<file path="src/rtl/vga_timing_if.sv">
// Raster bus between the VGA timing generator and the screen-control stage.
// master: timing generator (takes en, drives counters/flags).
// slave : raster consumer (drives en, reads counters/flags).
interface vga_timing_if;
  localparam int unsigned CNT_W = 11;
  localparam int unsigned FC_W  = 16;

  logic             en;
  logic [CNT_W-1:0] hcount_out;
  logic [CNT_W-1:0] vcount_out;
  logic             hblnk_out;
  logic             vblnk_out;
  logic             hsync_out;
  logic             vsync_out;
  logic             frame_tick;
  logic [FC_W-1:0]  frame_cnt;

  modport master (
    input  en,
    output hcount_out, vcount_out, hblnk_out, vblnk_out,
           hsync_out, vsync_out, frame_tick, frame_cnt
  );

  modport slave (
    output en,
    input  hcount_out, vcount_out, hblnk_out, vblnk_out,
           hsync_out, vsync_out, frame_tick, frame_cnt
  );
endinterface

</file>
<file path="src/rtl/vga_timing.sv">
// Free-running VGA raster timing generator (default 1024x768 @ 60 Hz).
// Ports:
//   clk  - pixel clock
//   rst  - asynchronous active-low reset
//   bus  - vga_timing_if.master: en in; hcount/vcount, blank, sync,
//          frame_tick and frame_cnt out, all registered.
module vga_timing #(
  parameter int unsigned H_ACTIVE = 1024,
  parameter int unsigned H_FP     = 24,
  parameter int unsigned H_SYNC   = 136,
  parameter int unsigned H_BP     = 160,
  parameter int unsigned V_ACTIVE = 768,
  parameter int unsigned V_FP     = 3,
  parameter int unsigned V_SYNC   = 6,
  parameter int unsigned V_BP     = 29,
  parameter logic        SYNC_POL = 1'b1
) (
  input  logic         clk,
  input  logic         rst,
  vga_timing_if.master bus
);

  localparam int unsigned CNT_W   = 11;
  localparam int unsigned FC_W    = 16;
  localparam int unsigned H_TOTAL = H_ACTIVE + H_FP + H_SYNC + H_BP;
  localparam int unsigned V_TOTAL = V_ACTIVE + V_FP + V_SYNC + V_BP;

  // Counters are 11 bits wide; larger totals cannot be represented.
  if (H_TOTAL > 2048 || V_TOTAL > 2048) begin : g_size_check
    $error("vga_timing: H_TOTAL and V_TOTAL must each be <= 2048");
  end

  localparam logic [CNT_W-1:0] H_LAST     = CNT_W'(H_TOTAL - 1);
  localparam logic [CNT_W-1:0] V_LAST     = CNT_W'(V_TOTAL - 1);
  localparam logic [CNT_W-1:0] H_BLK_FRST = CNT_W'(H_ACTIVE);
  localparam logic [CNT_W-1:0] V_BLK_FRST = CNT_W'(V_ACTIVE);
  localparam logic [CNT_W-1:0] HS_FIRST   = CNT_W'(H_ACTIVE + H_FP);
  localparam logic [CNT_W-1:0] HS_LAST    = CNT_W'(H_ACTIVE + H_FP + H_SYNC - 1);
  localparam logic [CNT_W-1:0] VS_FIRST   = CNT_W'(V_ACTIVE + V_FP);
  localparam logic [CNT_W-1:0] VS_LAST    = CNT_W'(V_ACTIVE + V_FP + V_SYNC - 1);
  localparam logic             SYNC_IDLE  = ~SYNC_POL;

  logic [CNT_W-1:0] hcount_q;
  logic [CNT_W-1:0] vcount_q;
  logic             hblnk_q;
  logic             vblnk_q;
  logic             hsync_q;
  logic             vsync_q;
  logic             frame_tick_q;
  logic [FC_W-1:0]  frame_cnt_q;

  logic [CNT_W-1:0] h_nxt;
  logic [CNT_W-1:0] v_nxt;
  logic             wrap_c;

  // Next raster position; holds when en is low, wrap_c flags (last,last)->(0,0).
  always_comb begin
    h_nxt  = hcount_q;
    v_nxt  = vcount_q;
    wrap_c = 1'b0;
    if (bus.en) begin
      if (hcount_q == H_LAST) begin
        h_nxt = '0;
        if (vcount_q == V_LAST) begin
          v_nxt  = '0;
          wrap_c = 1'b1;
        end else begin
          v_nxt = vcount_q + CNT_W'(1);
        end
      end else begin
        h_nxt = hcount_q + CNT_W'(1);
      end
    end
  end

  // Flags decode the next position so counts and flags stay aligned.
  always_ff @(posedge clk or negedge rst) begin
    if (!rst) begin
      hcount_q     <= '0;
      vcount_q     <= '0;
      hblnk_q      <= 1'b0;
      vblnk_q      <= 1'b0;
      hsync_q      <= SYNC_IDLE;
      vsync_q      <= SYNC_IDLE;
      frame_tick_q <= 1'b0;
      frame_cnt_q  <= '0;
    end else begin
      hcount_q     <= h_nxt;
      vcount_q     <= v_nxt;
      hblnk_q      <= (h_nxt >= H_BLK_FRST);
      vblnk_q      <= (v_nxt >= V_BLK_FRST);
      hsync_q      <= (h_nxt >= HS_FIRST && h_nxt <= HS_LAST) ? SYNC_POL : SYNC_IDLE;
      vsync_q      <= (v_nxt >= VS_FIRST && v_nxt <= VS_LAST) ? SYNC_POL : SYNC_IDLE;
      frame_tick_q <= wrap_c;
      frame_cnt_q  <= frame_cnt_q + FC_W'(wrap_c);
    end
  end

  assign bus.hcount_out = hcount_q;
  assign bus.vcount_out = vcount_q;
  assign bus.hblnk_out  = hblnk_q;
  assign bus.vblnk_out  = vblnk_q;
  assign bus.hsync_out  = hsync_q;
  assign bus.vsync_out  = vsync_q;
  assign bus.frame_tick = frame_tick_q;
  assign bus.frame_cnt  = frame_cnt_q;

endmodule
</file>
<file path="src/flat_wrapper.sv">
// flat-port wrapper written by rule: the top's interface ports become plain ports
module vga_timing_flat 
#(
  parameter int unsigned H_ACTIVE = 1024,
  parameter int unsigned H_FP     = 24,
  parameter int unsigned H_SYNC   = 136,
  parameter int unsigned H_BP     = 160,
  parameter int unsigned V_ACTIVE = 768,
  parameter int unsigned V_FP     = 3,
  parameter int unsigned V_SYNC   = 6,
  parameter int unsigned V_BP     = 29,
  parameter logic        SYNC_POL = 1'b1
)
  (clk, rst, bus_en, bus_hcount_out, bus_vcount_out, bus_hblnk_out, bus_vblnk_out, bus_hsync_out, bus_vsync_out, bus_frame_tick, bus_frame_cnt);
  vga_timing_if bus_i ();
  input  logic clk;
  input  logic rst;
  input wire logic [$bits(bus_i.en)-1:0] bus_en;
  output wire logic [$bits(bus_i.hcount_out)-1:0] bus_hcount_out;
  output wire logic [$bits(bus_i.vcount_out)-1:0] bus_vcount_out;
  output wire logic [$bits(bus_i.hblnk_out)-1:0] bus_hblnk_out;
  output wire logic [$bits(bus_i.vblnk_out)-1:0] bus_vblnk_out;
  output wire logic [$bits(bus_i.hsync_out)-1:0] bus_hsync_out;
  output wire logic [$bits(bus_i.vsync_out)-1:0] bus_vsync_out;
  output wire logic [$bits(bus_i.frame_tick)-1:0] bus_frame_tick;
  output wire logic [$bits(bus_i.frame_cnt)-1:0] bus_frame_cnt;
  assign bus_i.en = bus_en;
  assign bus_hcount_out = bus_i.hcount_out;
  assign bus_vcount_out = bus_i.vcount_out;
  assign bus_hblnk_out = bus_i.hblnk_out;
  assign bus_vblnk_out = bus_i.vblnk_out;
  assign bus_hsync_out = bus_i.hsync_out;
  assign bus_vsync_out = bus_i.vsync_out;
  assign bus_frame_tick = bus_i.frame_tick;
  assign bus_frame_cnt = bus_i.frame_cnt;
  vga_timing #(.H_ACTIVE(H_ACTIVE), .H_FP(H_FP), .H_SYNC(H_SYNC), .H_BP(H_BP), .V_ACTIVE(V_ACTIVE), .V_FP(V_FP), .V_SYNC(V_SYNC), .V_BP(V_BP), .SYNC_POL(SYNC_POL)) u_core (.clk(clk), .rst(rst), .bus(bus_i));
endmodule
</file>
<file path="config.mk">
export PLATFORM = sky130hd
export DESIGN_NAME = vga_timing_flat
export DESIGN_NICKNAME = d
export VERILOG_FILES = /design/src/rtl/vga_timing_if.sv /design/src/rtl/vga_timing.sv /design/src/flat_wrapper.sv
export SDC_FILE = /design/constraint.sdc
export NUM_CORES = 1
export LEC_CHECK = 0
export ABC_AREA = 1
export BUFFER_PORTS_ARGS = -buffer_cell sky130_fd_sc_hd__buf_4
export CAP_MARGIN = 20
export CORE_MARGIN = 5
export CORE_UTILIZATION = 35
export CTS_CLUSTER_DIAMETER = 50
export DETAILED_ROUTE_END_ITERATION = 8
export GPL_TIMING_DRIVEN = 0
export HOLD_SLACK_MARGIN = 0.02
export PLACE_DENSITY = 0.61
export SETUP_SLACK_MARGIN = 0.3
export SLEW_MARGIN = 30
export SYNTH_ARGS = -nofsm -noshare
export SYNTH_HDL_FRONTEND = slang
export SYNTH_SLANG_ARGS = --single-unit
</file>
<file path="constraint.sdc">
create_clock -name clk -period 7.99 [get_ports clk]
set_input_delay 0.3995 -clock clk [delete_from_list [all_inputs] [get_ports clk]]
set_output_delay 0.3995 -clock clk [all_outputs]
set_load 0.01 [all_outputs]
</file>
### After elaboration in Yosys (flattened, before gate mapping)

Cells that the tools add are included.

* flip-flop bits (word level): 43
* latch bits: 0
* RAM bits: 0
* ROM bits: 0
* input bits: 3
* logic and storage cells: 31
* memories: 0

* $add $sub $neg: 3
* multiply operators: 0
* div/mod/pow operators: 0
* $lt $le $gt $ge: 6
* equal/unequal tests: 2
* shift-type cells: 0
* mux-type cells: 10
* bitwise logic cells: 0
* reduce and logical (&&, ||, !) cells: 2

Operators with widths (number)
* 11-bit 2-to-1 mux: 5
* 11-bit by 1-bit adder with 11-bit output, second input constant: 2
* 11-bit by 10-bit >= comparator with 1-bit output, second input constant: 2
* 11-bit >= comparator, second input constant: 2
* 16-bit by 1-bit adder with 16-bit output: 1
* 11-bit by 10-bit == test with 1-bit output, second input constant: 1
* 11-bit == test, second input constant: 1
* 11-bit by 10-bit less-or-equal comparator with 1-bit output, second input constant: 1
* 11-bit less-or-equal comparator, second input constant: 1
* 1-bit 2-to-1 mux: 5
* 1-bit logical AND: 2

### Longest topological paths before layout

* word-level depth: 7
* gate-level depth with buffers: 17
* gate-level depth less buffers: 16

### Worst setup path before layout

No wires, ideal clock.

* path kind: reg-to-reg
* from: register u_core.hcount_q[1] (netlist: u_core.bus.hcount_out[1])
* to: register u_core.frame_cnt_q[14] (netlist: u_core.bus.frame_cnt[14])
* setup time: 79 ps
* data arrival time: 2614 ps
* slack: 5297 ps
* stages on the path, launching flop included: 18
* buffers on the path: 1
* cell sequence: dfrtp_1 -> ha_1 -> nand2_1 -> nor2_4 -> nand2_2 -> nor2_4 -> buf_12 -> nand2_2 -> inv_1 -> ha_1 -> ha_1 -> nand3_1 -> nor3b_2 -> nand3_1 -> nor2_1 -> nand3_1 -> nor2_1 -> xor2_1

* longest elaborated chain between the ends: 4

RTL lines
* start, declared: line vga_timing.sv:43 `logic [CNT_W-1:0] hcount_q;`
* start signal, assigned: line vga_timing.sv:88 `hcount_q <= h_nxt;`
* 11-bit == test: line vga_timing.sv:62 `if (hcount_q == H_LAST) begin`
* 1-bit 2-to-1 mux: line vga_timing.sv:62
* 1-bit 2-to-1 mux: line vga_timing.sv:61 `if (bus.en) begin`
* via u_core.wrap_c: line vga_timing.sv:54 `logic wrap_c;`
* 16-bit by 1-bit adder with 16-bit output: line vga_timing.sv:95 `frame_cnt_q <= frame_cnt_q + FC_W'(wrap_c);`
* end signal, assigned: line vga_timing.sv:95
* end, declared: line vga_timing.sv:50 `logic [FC_W-1:0] frame_cnt_q;`

The timed path passes the listed nets, and every way through them passes these cells.

### Final worst setup path

Ends and elaborated chain as after synthesis.

==> impl_metrics.py <==
metrics = {
    "worst_setup_path": {
        "slowest_stage": "dfrtp_1",
        "critPathCaptureType": "flop",
        "cp_top_family": "simple AND/OR/NAND/NOR gates",
        "path_class": "flop to flop",
        "cp-start-kind": "flop",
        "cp_max_fo": 10,
        "required_ps": 8210,
        "crit_buf_inv": 2,
        "arrival_ps": 3200,
        "crit_path_max_incr_delay_ps": 400,
        "path_cells": "ha_1, nand2_1, nor2_4, nand2_2, nor2_4, buf_12, nand2_2, inv_1, ha_1, ha_1, nand3_1, nor3b_2, nand3_1, nor2_1, nand3_1, nor2_1, xor2_1",
    },
    "cells_and_area": {
        "layout.cells.non_filler": 408,
        "seq_area_um2": 1050,
        "multi_input_area_um2": 1050,
        "antenna_cells": 0,
        "nets": 338,
        "syn2layout_area_growth_pct": 23.3,
        "drive_gt1_frac": 0.236,
        "post-route-cell-area_um2": 2840,
        "fill_cells": 652,
    },
    "yosys": {
        "synth_top_area_cell": "dfrtp_1",
        "ys_seq_elements": 42,
        "syn_nets": 287,
        "synthAdderAreaFrac": 0.0271,
        "synthTopCellsByArea": "dfrtp_1, nand2_1, inv_1, nand3_1, xor2_1",
        "yosys_warnings": 0,
        "syn_inst": 279,
        "synth_top_area_share": 0.456,
        "ys_types": 33,
        "synthMuxAreaShare": 0,
        "synth.avg_cell_area_um2": 8.27,
        "synth_top_family_by_area": "simple AND/OR/NAND/NOR gates",
        "syn-cell-area_um2": 2310,
        "synthXorXnorAreaFrac": 0.0683,
        "synth-compound-area-share": 0.0396,
        "synthSimpleGateAreaFrac": 0.318,
        "yosysSeqAreaShare": 0.456,
    },
    "drt": {
        "first_pass_iters": 5,
        "drc": 0,
        "routed_via_density": 4.73,
        "wirelength_um": 5060,
        "vias": 1930,
        "drt_iter0_markers": 55,
        "postRouteAntennaNets": 0,
        "wire_per_inst_um": 12.4,
    },
    "global_routing": {
        "track_usage": 0.130,
        "grt_pass1_vias": 1981,
        "antenna_found_initial": 0,
        "grt_max_degree": 43,
        "grt_pass1_wl_um": 9110,
        "grt_overflow": 0,
    },
    "sta": {
        "finClkSkew_ps": 4.63,
        "drv_slew": 0,
        "tns_ps": 0,
        "whs_ps": 81.9,
        "worst_pin_slew_ps": 517,
        "hold_viol_final": 0,
        "rsz0062_at_grt": "false",
        "maxSlewHeadroom": 0.655,
        "period_needed_ps": 2980,
        "fmax_mhz": 336,
        "fin_crit_sh": 0.373,
        "finalSetupViolCount": 0,
    },
    "floorplan": {
        "num_rows": 29,
        "die_height_um": 91.2,
        "initial_core_util": 0.361,
        "io_pins": 46,
        "die_area_um2": 8320,
        "core_area_um2": 6390,
        "die_w_um": 91.2,
    },
    "place": {
        "portBuffers": 44,
        "dp_cells": 400,
        "routabilityCongestion": 0.869,
        "dp_hpwl_um": 3920,
        "dpl_cell_area_um2": 2730,
    },
    "clock_tree": {
        "cts_resized": 0,
        "h-tree-depth": 2,
        "clkTransAtPathRegs_ps": 80,
        "clock_sinks": 42,
        "clock_latency_ps": 290,
        "cts_made_buffers": 5,
        "cts_setup_buffers": 0,
        "cts_tree": "yes",
        "cts-root-buf": "clkbuf_8",
        "clock_path_buffers": 2,
        "cts_hold_buf": 0,
    },
    "power": {
        "vdd_drop_max_mv": 0.122,
        "leakage_nw": 1.54,
        "power.density_nw_per_um2": 186,
    },
    "job": {
        "drv_cap": 0,
    },
    "worst_hold_path": {
        "hold_path.class": "primary input to asynchronous set/reset pin",
    },
    "outcome": {
        "outcome": "finished, final reports clean",
    },
}
[sequential cells by signal, indices dropped and copies added (netlist names)]
signal and cells:
u_core.bus.frame_cnt 16, u_core.bus.vcount_out 11, u_core.bus.hcount_out 10, u_core.bus.frame_tick 1, u_core.bus.hblnk_out 1, u_core.bus.hsync_out 1, u_core.bus.vblnk_out 1, u_core.bus.vsync_out 1
[Yosys cell counts]
library cell,n
a21o_1,1
a21oi_1,3
a21oi_2,1
a21oi_4,1
and2_1,1
buf_12,1
buf_4,1
buf_6,2
clkinv_1,1
dfrtp_1,42
ha_1,5
inv_1,39
inv_2,1
inv_4,1
nand2_1,63
nand2_2,6
nand2_4,2
nand3_1,26
nand3_2,1
nand3b_1,1
nand4_1,6
nor2_1,32
nor2_2,3
nor2_4,2
nor3_1,8
nor3_2,2
nor3b_2,2
o21ai_0,3
o21ai_1,2
o21bai_1,1
o21bai_2,1
xnor2_1,4
xor2_1,14
[power breakdown]
part / internal, W / total (W) / switching, W / leakage, nW
Sequential: 0.000230 / 0.000255 / 0.0000252 / 0.508
Clock: 0.0000933 / 0.000168 / 0.0000751 / 0.0514
Combinational: 0.0000456 / 0.000106 / 0.0000603 / 0.981
Total: 0.000368 / 0.000529 / 0.000161 / 1.54
[path summary, 6_finish.rpt]
| path | slack, ps | end | cells after the start | start |
|---|---|---|---|---|
| worst min-delay path | 80 | u_core.bus.frame_cnt[5]$_DFF_PN0_ | 1 | rst |
| max in group asynchronous | 7560 | u_core.bus.vcount_out[9]$_DFF_PN0_ | 1 | rst |
| worst max register to register | 5010 | u_core.bus.frame_cnt[14]$_DFF_PN0_ | 17 | u_core.bus.hcount_out[1]$_DFF_PN0_ |
| worst min register to register | 470 | u_core.bus.frame_cnt[15]$_DFF_PN0_ | 1 | u_core.bus.frame_cnt[15]$_DFF_PN0_ |
| worst max-delay path | 5010 | u_core.bus.frame_cnt[14]$_DFF_PN0_ | 17 | u_core.bus.hcount_out[1]$_DFF_PN0_ |
| min in group clk | 360 | u_core.bus.hcount_out[0]$_DFF_PN0_ | 2 | bus_en |
[cells by family after synthesis]
| group | count (synthesis) |
|---|---|
| buffers and inverters | 46 |
| and+or+nand+nor | 155 |
| AOI/OAI and AO/OA | 13 |
| adders and majority gates | 5 |
| DFF | 42 |
| xor gates and xnor gates | 18 |
[worst reg2reg max path: stages (launching register included)]
cell and delay [ps]:
dfrtp_1 400, ha_1 230, nand2_1 110, nor2_4 120, nand2_2 80, nor2_4 130, buf_12 150, nand2_2 110
inv_1 100, ha_1 170, ha_1 180, nand3_1 140, nor3b_2 230, nand3_1 150, nor2_1 190, nand3_1 130
nor2_1 130, xor2_1 160
[metrics by stage]
step | utilization | total power, W | setup WS [ps]
after floorplan | - | 0.000320 | 5300
after global placement | 0.428 | 0.000364 | 4990
after detailed placement | 0.428 | 0.000366 | 5000
after CTS | 0.445 | 0.000536 | 4970
after global routing | 0.445 | 0.000565 | 4650
final | 0.445 | 0.000529 | 5010
[layout make-up]
cell class              count  area share
repair buffers             44       0.116
inverters                  42      0.0563
multi-input cells         191       0.368
flip-flops and latches     42       0.370
clock buffers               6      0.0255
plain buffers               4      0.0176
clock inverters             2      0.0132
well taps                  77      0.0339
[layer usage]
layer,wire length (µm),share of wire,GRT usage
met5,0,0,0
met4,74,0.015,0.0403
met3,255,0.050,0.0339
met2,2390,0.47,0.221
met1,2350,0.46,0.163
[cells in the final DEF, fill, tap and decap left out, types with 2 or more instances in the layout]
cell	instances
a21oi_1	3
buf_4	45
buf_6	2
clkbuf_8	5
dfrtp_1	42
ha_1	5
inv_1	39
nand2_1	63
nand2_2	6
nand2_4	2
nand3_1	26
nand4_1	6
nor2_1	32
nor2_2	3
nor2_4	2
nor3_1	8
nor3_2	2
nor3b_2	2
o21ai_0	3
o21ai_1	2
xnor2_1	4
xor2_1	14
Power figures use the tool's default switching activity.
